===== src/rtl/selector41_rr_scheduler.sv =====
// selector41_rr_scheduler - round-robin, time-sliced owner of a 4:1 selector and its registered output bus.
module selector41_rr_scheduler #(
  parameter int WIDTH = 4,
  parameter int SLOT  = 4
) (
  input  logic             iClk,
  input  logic             iRst_n,
  input  logic [3:0]       iReq,
  input  logic [WIDTH-1:0] iC0,
  input  logic [WIDTH-1:0] iC1,
  input  logic [WIDTH-1:0] iC2,
  input  logic [WIDTH-1:0] iC3,
  output logic [3:0]       oGnt,
  output logic             oS1,
  output logic             oS0,
  output logic [WIDTH-1:0] oZ,
  output logic             oValid
);

  localparam int CW = (SLOT > 1) ? $clog2(SLOT) : 1;

  typedef enum logic {IDLE, GRANT} state_t;

  state_t         state, state_n;
  logic [CW-1:0]  cnt, cnt_n;
  logic [1:0]     ptr, ptr_n;
  logic [1:0]     sel, sel_n;
  logic [3:0]     gnt, gnt_n;
  logic [2:0]     pick;
  logic [WIDTH-1:0] mux;

  // Returns {hit, index}; scanning downward lets the lowest offset from start win.
  function automatic logic [2:0] rr_pick(input logic [3:0] req, input logic [1:0] start);
    logic [2:0] r;
    logic [1:0] idx;
    r = 3'b000;
    for (int i = 3; i >= 0; i--) begin
      idx = start + 2'(i);
      if (req[idx]) r = {1'b1, idx};
    end
    return r;
  endfunction

  always_comb begin
    state_n = state;
    cnt_n   = cnt;
    ptr_n   = ptr;
    gnt_n   = gnt;
    sel_n   = sel;
    pick    = 3'b000;
    case (state)
      IDLE: begin
        pick = rr_pick(iReq, ptr);
        if (pick[2]) begin
          state_n = GRANT;
          gnt_n   = 4'b0001 << pick[1:0];
          sel_n   = pick[1:0];
          cnt_n   = '0;
        end
      end
      GRANT: begin
        cnt_n = cnt + 1'b1;
        if (!iReq[sel] || cnt == CW'(SLOT - 1)) begin
          // Search restarts past the owner, so the owner itself is checked last.
          ptr_n = sel + 2'd1;
          pick  = rr_pick(iReq, sel + 2'd1);
          cnt_n = '0;
          if (pick[2]) begin
            gnt_n = 4'b0001 << pick[1:0];
            sel_n = pick[1:0];
          end else begin
            state_n = IDLE;
            gnt_n   = 4'b0000;
          end
        end
      end
      default: state_n = IDLE;
    endcase
  end

  always_ff @(posedge iClk or negedge iRst_n) begin
    if (!iRst_n) begin
      state <= IDLE;
      cnt   <= '0;
      ptr   <= 2'd0;
      sel   <= 2'd0;
      gnt   <= 4'b0000;
    end else begin
      state <= state_n;
      cnt   <= cnt_n;
      ptr   <= ptr_n;
      sel   <= sel_n;
      gnt   <= gnt_n;
    end
  end

  always_comb begin
    case (sel)
      2'd0:    mux = iC0;
      2'd1:    mux = iC1;
      2'd2:    mux = iC2;
      default: mux = iC3;
    endcase
  end

  // Data path follows the registered select, so it trails the grant by one edge.
  always_ff @(posedge iClk or negedge iRst_n) begin
    if (!iRst_n) begin
      oZ     <= '0;
      oValid <= 1'b0;
    end else begin
      oZ     <= mux;
      oValid <= (gnt != 4'b0000);
    end
  end

  assign oGnt = gnt;
  assign oS1  = sel[1];
  assign oS0  = sel[0];

endmodule


===== config.mk =====
export PLATFORM = sky130hd
export DESIGN_NAME = selector41_rr_scheduler
export DESIGN_NICKNAME = d
export VERILOG_FILES = /design/src/rtl/selector41_rr_scheduler.sv
export SDC_FILE = /design/constraint.sdc
export NUM_CORES = 1
export LEC_CHECK = 0
export ABC_CLOCK_PERIOD_IN_PS = 2330
export CAP_MARGIN = 5
export CORE_ASPECT_RATIO = 1.5
export CORE_UTILIZATION = 40
export CTS_CLUSTER_SIZE = 16
export DETAILED_ROUTE_END_ITERATION = 12
export MAX_ROUTING_LAYER = met4
export PLACE_DENSITY = 0.71
export SLEW_MARGIN = 20
export SYNTH_ARGS = -nofsm -noshare
export SYNTH_HDL_FRONTEND = slang
export SYNTH_SLANG_ARGS = --single-unit

===== constraint.sdc =====
create_clock -name iClk -period 2.33 [get_ports iClk]
set_clock_uncertainty 0.15 [all_clocks]
set_input_delay 0.466 -clock iClk [delete_from_list [all_inputs] [get_ports iClk]]
set_output_delay 0.466 -clock iClk [all_outputs]
set_load 0.02 [all_outputs]

==> Word level (Yosys, flattened, before mapping) <==
Cells that the tools add are included.
{ "totals": {"regBits": 16, "word_cells": 85} }
{ "op_classes": {"add_sub_neg": 8, "order_cmp": 9, "eq_ne": 6, "shifts": 2, "n_mux": 45, "n_bitwise": 1, "reduce_logical": 7} }
{ "op_table": {"columns": ["cell", "n"], "rows": [
  ["$mux W3", 11],
  ["$lt A2 B3 Y1 const B", 9],
  ["$bmux W1 S2", 9],
  ["$mux W1", 12],
  ["$mux W4", 3],
  ["$pmux W4 S3", 1],
  ["$mux W2", 5],
  ["$add A2 B1 Y2 const B", 4],
  ["$add A2 B2 Y2 const B", 4],
  ["$pmux W2 S2", 2],
  ["$pmux W4 S2", 1],
  ["$shl A1 B2 Y4 const A", 2],
  ["$ne A2 B1 Y1 const B", 3],
  ["$eq A2 B2 Y1 const B", 2],
  ["$reduce_and A2 Y1", 2],
  ["$reduce_bool A4 Y1", 1],
  ["$reduce_and A3 Y1", 1],
  ["$eq A2 B1 Y1 const B", 1],
  ["$logic_not A2 Y1", 1],
  ["$pmux W1 S2", 1],
  ["$logic_not A1 Y1", 1],
  ["$logic_or A1 B1 Y1", 1],
  ["$not A1 Y1", 1]
]} }

==> Longest topological paths before layout <==
{ "logic_depth": {"word_depth": 14, "mapped_depth": 7, "ltp_nobuf": 7} }

==> Least setup slack after synthesis <==
OpenSTA, ideal clock, no wires.
{ "synth_path": {"kind": "register to register", "from": "reg sel[0]", "to": "reg gnt[3] (netlist: oGnt[3])", "setup_time_ns": 0.082, "arrival_ns": 2.156, "path_slack_ns": -0.058, "stages_incl_launch_ff": 8, "n_path_buf": 0, "cell_sequence": "dfrtp_1 inv_1 ha_1 mux2i_1 nor2_1 a311o_1 or4_1 a31oi_1"} }
{ "synth_via": {"elab_chain_cells": 14, "elab_cells_between_ends": 28} }
{ "synth_rtl": {"columns": ["item", "line_no", "source"], "rows": [
  ["start: declaration", "27", "logic [1:0] sel, sel_n;"],
  ["start signal: assignment", "92", "sel <= sel_n;"],
  ["$add A2 B1 Y2", "66", "pick = rr_pick(iReq, sel + 2'd1);"],
  ["$add A2 B2 Y2", "38", "idx = start + 2'(i);"],
  ["$bmux W1 S2", "39", "if (req[idx]) r = {1'b1, idx};"],
  ["$mux W1 (implied by the code)", "39", null],
  ["$mux W3 (4 in series)", "39", null],
  ["$mux W3", "63", "if (!iReq[sel] || cnt == CW'(SLOT - 1)) begin"],
  ["$mux W3", "51", "case (state)"],
  ["$shl A1 B2 Y4", "69", "gnt_n = 4'b0001 << pick[1:0];"],
  ["$mux W4", "68", "if (pick[2]) begin"],
  ["$mux W4", "63", null],
  ["$pmux W4 S2", "51", null],
  ["end signal: assignment", "93", "gnt <= gnt_n;"],
  ["end: declaration", "28", "logic [3:0] gnt, gnt_n;"]
]} }
Parallel ways exist; a longest one is shown, timed or not. The select of a mux whose other input is x is not followed.
A chain may end at the register's enable or synchronous reset.

==> Final worst setup path <==
{ "layout_path": {"from": "in iReq[2]", "to": "reg sel[0]"} }
{ "layout_via": {"elab_chain_cells": 11, "elab_cells_between_ends": 39} }
{ "layout_rtl": {"columns": ["item", "line_no", "source"], "rows": [
  ["start: declaration", "8", "input logic [3:0] iReq,"],
  ["$bmux W1 S2", "39", null],
  ["$mux W1 (implied by the code)", "39", null],
  ["$mux W3 (4 in series)", "39", null],
  ["$mux W3", "63", null],
  ["$mux W3", "51", null],
  ["$mux W2", "68", null],
  ["$mux W2", "63", null],
  ["$pmux W2 S2", "51", null]
]} }
Parallel ways exist; a longest one is shown, timed or not. The select of a mux whose other input is x is not followed.

==> impl_summary.md <==
Cells and area
After the flow finishes, the layout carries non-filler instances totaling 173. The fraction of layout instances using a drive strength above 1 is 23.3%. Compared with the post-synthesis result, the final layout area differs by 53.0%.

0 antenna diodes ended up in the layout. The number of nets in the layout is 178. Fill cells in the final layout number 201.

Floorplan
The total area inside the core boundary comes to 2290 µm². The floorplan die height is 63.1 µm. The floorplan step set the die width to 42.7 µm. The floorplan step defined a die boundary enclosing roughly 2700 µm².

In this run the core area contains 21 standard-cell rows. Once the floorplan was initialized, standard cells occupied 43.6% of the core. In this run the count of I/O pins placed on the die edge is 33.

Clock network
The number of buffers between clock root and the deepest sink is 2. CTS built an H-tree with a depth of 1. After clock tree synthesis, the clock-pin slew on the worst setup and hold paths is 90 ps. The count of clock tree sinks is 16.

The clock insertion delay at the later pin of the skew report is 280 ps. TritonCTS built the clock tree. The number of hold buffers added after CTS was 0. The number of CTS-inserted buffers is 3. The tree is rooted in a sky130_fd_sc_hd__clkbuf_4.

Placed design
OpenSTA, run right after detailed placement, puts the worst setup slack at -124 ps. The number of placed instances, taps included, is roughly 170. The congestion estimate from routability-driven global placement came to 0.764.

During placement, the flow inserted port buffers numbering 32. Summed over all nets, the half-perimeter wirelength after detailed placement is 1970 µm.

STA
The total setup violations reported at the end of the flow is 0. The final hold violation count is 0. The final worst setup slack is 170 ps. Hold timing on the final database bottoms out at a slack of roughly 320 ps.

The relative slew slack is 73.8%. The achievable frequency is 463 MHz. The slew of the pin with the lowest slew margin is approximately 400 ps.

The ratio of final minimum period to clock period is 92.7%. Setup repair after global routing left no endpoint under its margin. The routed design could run at a clock period as short as about 2200 ps. The number of max-slew violations in the final report came to 0.

Drt
The routed wire length per instance is 13.4 µm. Wires add up to 2320 µm. The count of nets left with antenna violations after detail routing is 0. Dividing the detail-routed via count by the number of cells gives 5.49. Before antenna repair, the detailed router went through 7 iterations. For this block, the initial DRC count from the detailed router was 29. In the routed design, unresolved DRC markers number 0. Summing over every cut layer, the via total after detailed routing is 949.

Power and ir drop
The fraction of power consumed by the clock network is 9.3%. The internal portion of the total power is between 1 and 1.5 mW. The switching power summed over all nets is 713 µW. The power share of the sequential group is around a quarter.

The maximum resistive drop on vdd is around 0.75 mV. The cell area power density is 1230 nW/µm². For this design the static power due to leakage is 0.691 nW. Combinational logic burns 64.6% of the power.

The fraction of power spent switching nets is 38.2%.

Synth
The number of flip-flops and latches in the synthesized netlist is 16. The number of nets handed over by synthesis was between 100 and 150. The number of warning messages in the yosys log is 0.

Each instance of the synthesized netlist takes up on average 10.3 µm². The cell count after synthesis came out at 97. The sequential element share of the synthesized area is 40.2%. The netlist uses 34 different library cells. The post-synth design cell area is 996 µm².

Global route
The via count of the first global-routing pass is 988. The overall overflow remaining after global route is 0. The initial antenna violation count is 0. The first global-routing pass estimated 4150 µm of wire.

For this run, the total global-route usage over all layers was measured as between 10% and 20%. The maximum number of pins on one net before global-route repair is 10.

Setup path
The classification of the worst setup path is primary input to flop. The required time of the critical path is 2340 ps. In this run the register-to-register setup slack is 200 ps.

The category of the worst setup path capture point is a flop. The startpoint type of the worst setup path is a primary input. The critical path arrival is 2180 ps. In this run the worst path has a maximum fanout of 6.

Min path
In this run the worst hold path is classified as primary input to async pin.

Flow run
The tool flagged a number of max-cap violations equal to 0.

Run status
The run finished with clean final reports.
==> power by group through the flow <==
stage               clock network, mW  registers [mW]  logic, mW
finish                          0.174           0.487       1.21
global route                    0.199           0.505       1.32
CTS                             0.184           0.490       1.16
detailed placement                  0           0.491       1.16
global placement                    0           0.490       1.13
floorplan                           0           0.618      0.569
==> area by class of cell <==
cell class / count / area (µm²) / share of cell area, %
tap: 23 / 28.8 / 1.89
multi-input combinational: 68 / 552 / 36.2
inverter: 11 / 41.3 / 2.71
sequential: 16 / 403 / 26.4
clock buffer: 4 / 36.3 / 2.38
timing repair buffer: 51 / 463 / 30.4
==> registers in the layout, indices dropped and copies added (netlist names) <==
register / count
cnt: 2
oGnt: 4
oValid: 1
oZ: 4
ptr: 2
sel: 2
state: 1
==> critical path, stage by stage <==
cell	delay (ps)
sky130_fd_sc_hd__clkdlybuf4s50_1	490
sky130_fd_sc_hd__mux4_1	570
sky130_fd_sc_hd__and3_4	230
sky130_fd_sc_hd__nor2_4	90
sky130_fd_sc_hd__mux2_2	330
==> cell usage after synthesis <==
master | count | share of area [%]
sky130_fd_sc_hd__ha_1 | 5 | 6.3
sky130_fd_sc_hd__a31oi_1 | 3 | 1.9
sky130_fd_sc_hd__a221oi_1 | 1 | 0.88
sky130_fd_sc_hd__nand2b_1 | 3 | 1.9
sky130_fd_sc_hd__or4_4 | 1 | 1.1
sky130_fd_sc_hd__o21bai_1 | 1 | 0.75
sky130_fd_sc_hd__a21oi_1 | 8 | 4.0
sky130_fd_sc_hd__clkbuf_1 | 1 | 0.38
sky130_fd_sc_hd__buf_6 | 1 | 1.1
sky130_fd_sc_hd__a22o_1 | 1 | 0.88
sky130_fd_sc_hd__a222oi_1 | 4 | 4.0
sky130_fd_sc_hd__mux2i_1 | 7 | 7.0
sky130_fd_sc_hd__nor2_1 | 9 | 3.4
sky130_fd_sc_hd__o22ai_1 | 1 | 0.63
sky130_fd_sc_hd__mux4_1 | 1 | 2.6
sky130_fd_sc_hd__mux2_2 | 3 | 3.4
sky130_fd_sc_hd__o21ba_2 | 1 | 1.0
sky130_fd_sc_hd__dfrtp_1 | 16 | 40
sky130_fd_sc_hd__o311ai_0 | 1 | 0.88
sky130_fd_sc_hd__o21a_1 | 1 | 0.75
sky130_fd_sc_hd__or4_1 | 2 | 1.5
sky130_fd_sc_hd__nand2_1 | 2 | 0.75
sky130_fd_sc_hd__nor4_1 | 1 | 0.63
sky130_fd_sc_hd__and3_4 | 1 | 1.1
sky130_fd_sc_hd__inv_1 | 11 | 4.1
sky130_fd_sc_hd__nor2b_1 | 1 | 0.63
sky130_fd_sc_hd__a311o_1 | 1 | 1.0
sky130_fd_sc_hd__or3_1 | 1 | 0.63
sky130_fd_sc_hd__nor2_4 | 2 | 2.3
sky130_fd_sc_hd__or2b_1 | 1 | 0.75
sky130_fd_sc_hd__and3_2 | 1 | 0.75
sky130_fd_sc_hd__o211ai_1 | 1 | 0.75
sky130_fd_sc_hd__nor3_1 | 2 | 1.0
sky130_fd_sc_hd__a2bb2oi_1 | 1 | 0.88
==> through the flow <==
step	power [mW]	TNS (ps)	area, µm²	utilization [%]
final	1.87	0	1520	66.7
after global routing	2.02	0	1520	66.7
after CTS	1.83	0	1500	65.8
after detailed placement	1.65	-476	1470	64.2
after global placement	1.62	-223	1470	64.2
after floorplan	1.19	0	998	-
==> worst paths after layout <==
path,from,end,cells after the start
max,iReq[2],sel[0],5
min,iRst_n,oZ[2],1
max reg2reg,sel[0],oGnt[3],7
min reg2reg,oGnt[3],oValid,1
max in group asynchronous,iRst_n,oValid,2
min in group iClk,oGnt[3],oValid,1
==> layout by cell type, fill, tap and decap left out, types with 2 or more instances in the layout <==
cell                              netlist  routed
sky130_fd_sc_hd__clkdlybuf4s50_1        0      32
sky130_fd_sc_hd__buf_4                  0      19
sky130_fd_sc_hd__dfrtp_1               16      14
sky130_fd_sc_hd__inv_1                 11      11
sky130_fd_sc_hd__nor2_1                 9       9
sky130_fd_sc_hd__a21oi_1                8       8
sky130_fd_sc_hd__mux2i_1                7       7
sky130_fd_sc_hd__a222oi_1               4       4
sky130_fd_sc_hd__ha_1                   5       4
sky130_fd_sc_hd__mux2_2                 3       3
sky130_fd_sc_hd__nand2b_1               3       3
sky130_fd_sc_hd__a31oi_1                3       3
sky130_fd_sc_hd__clkbuf_4               0       3
sky130_fd_sc_hd__or4_1                  2       2
sky130_fd_sc_hd__nor2_4                 2       2
sky130_fd_sc_hd__nand2_1                2       2
sky130_fd_sc_hd__nor3_1                 2       2
sky130_fd_sc_hd__dfrtp_2                0       2
==> logic make-up (layout without fill, tap and decap cells) <==
family                     count (synthesis)  in the layout  share of synthesized area [%]
AOI/OAI and AO/OA                         25             25                           18.3
adders and majority gates                  5              5                           6.28
buffers and inverters                     13             66                           5.65
DFF                                       16             16                           40.2
muxes                                     11             11                           13.1
and+or+nand+nor                           27             27                           16.5
==> per-layer routing <==
layer / track usage [%] / share of wire (%)
met5: - / 0
met4: 7.03 / 0
met3: 0.860 / 1.6
met2: 35.8 / 57
met1: 22.4 / 42
==> what timing repair did <==
| item | CTS | global route |
|---|---|---|
| setup endpoints to repair | 0 | 1 |
| setup buffers | 0 | 1 |
| resized for setup | 0 | 2 |
(Power assumes the default switching activity.)
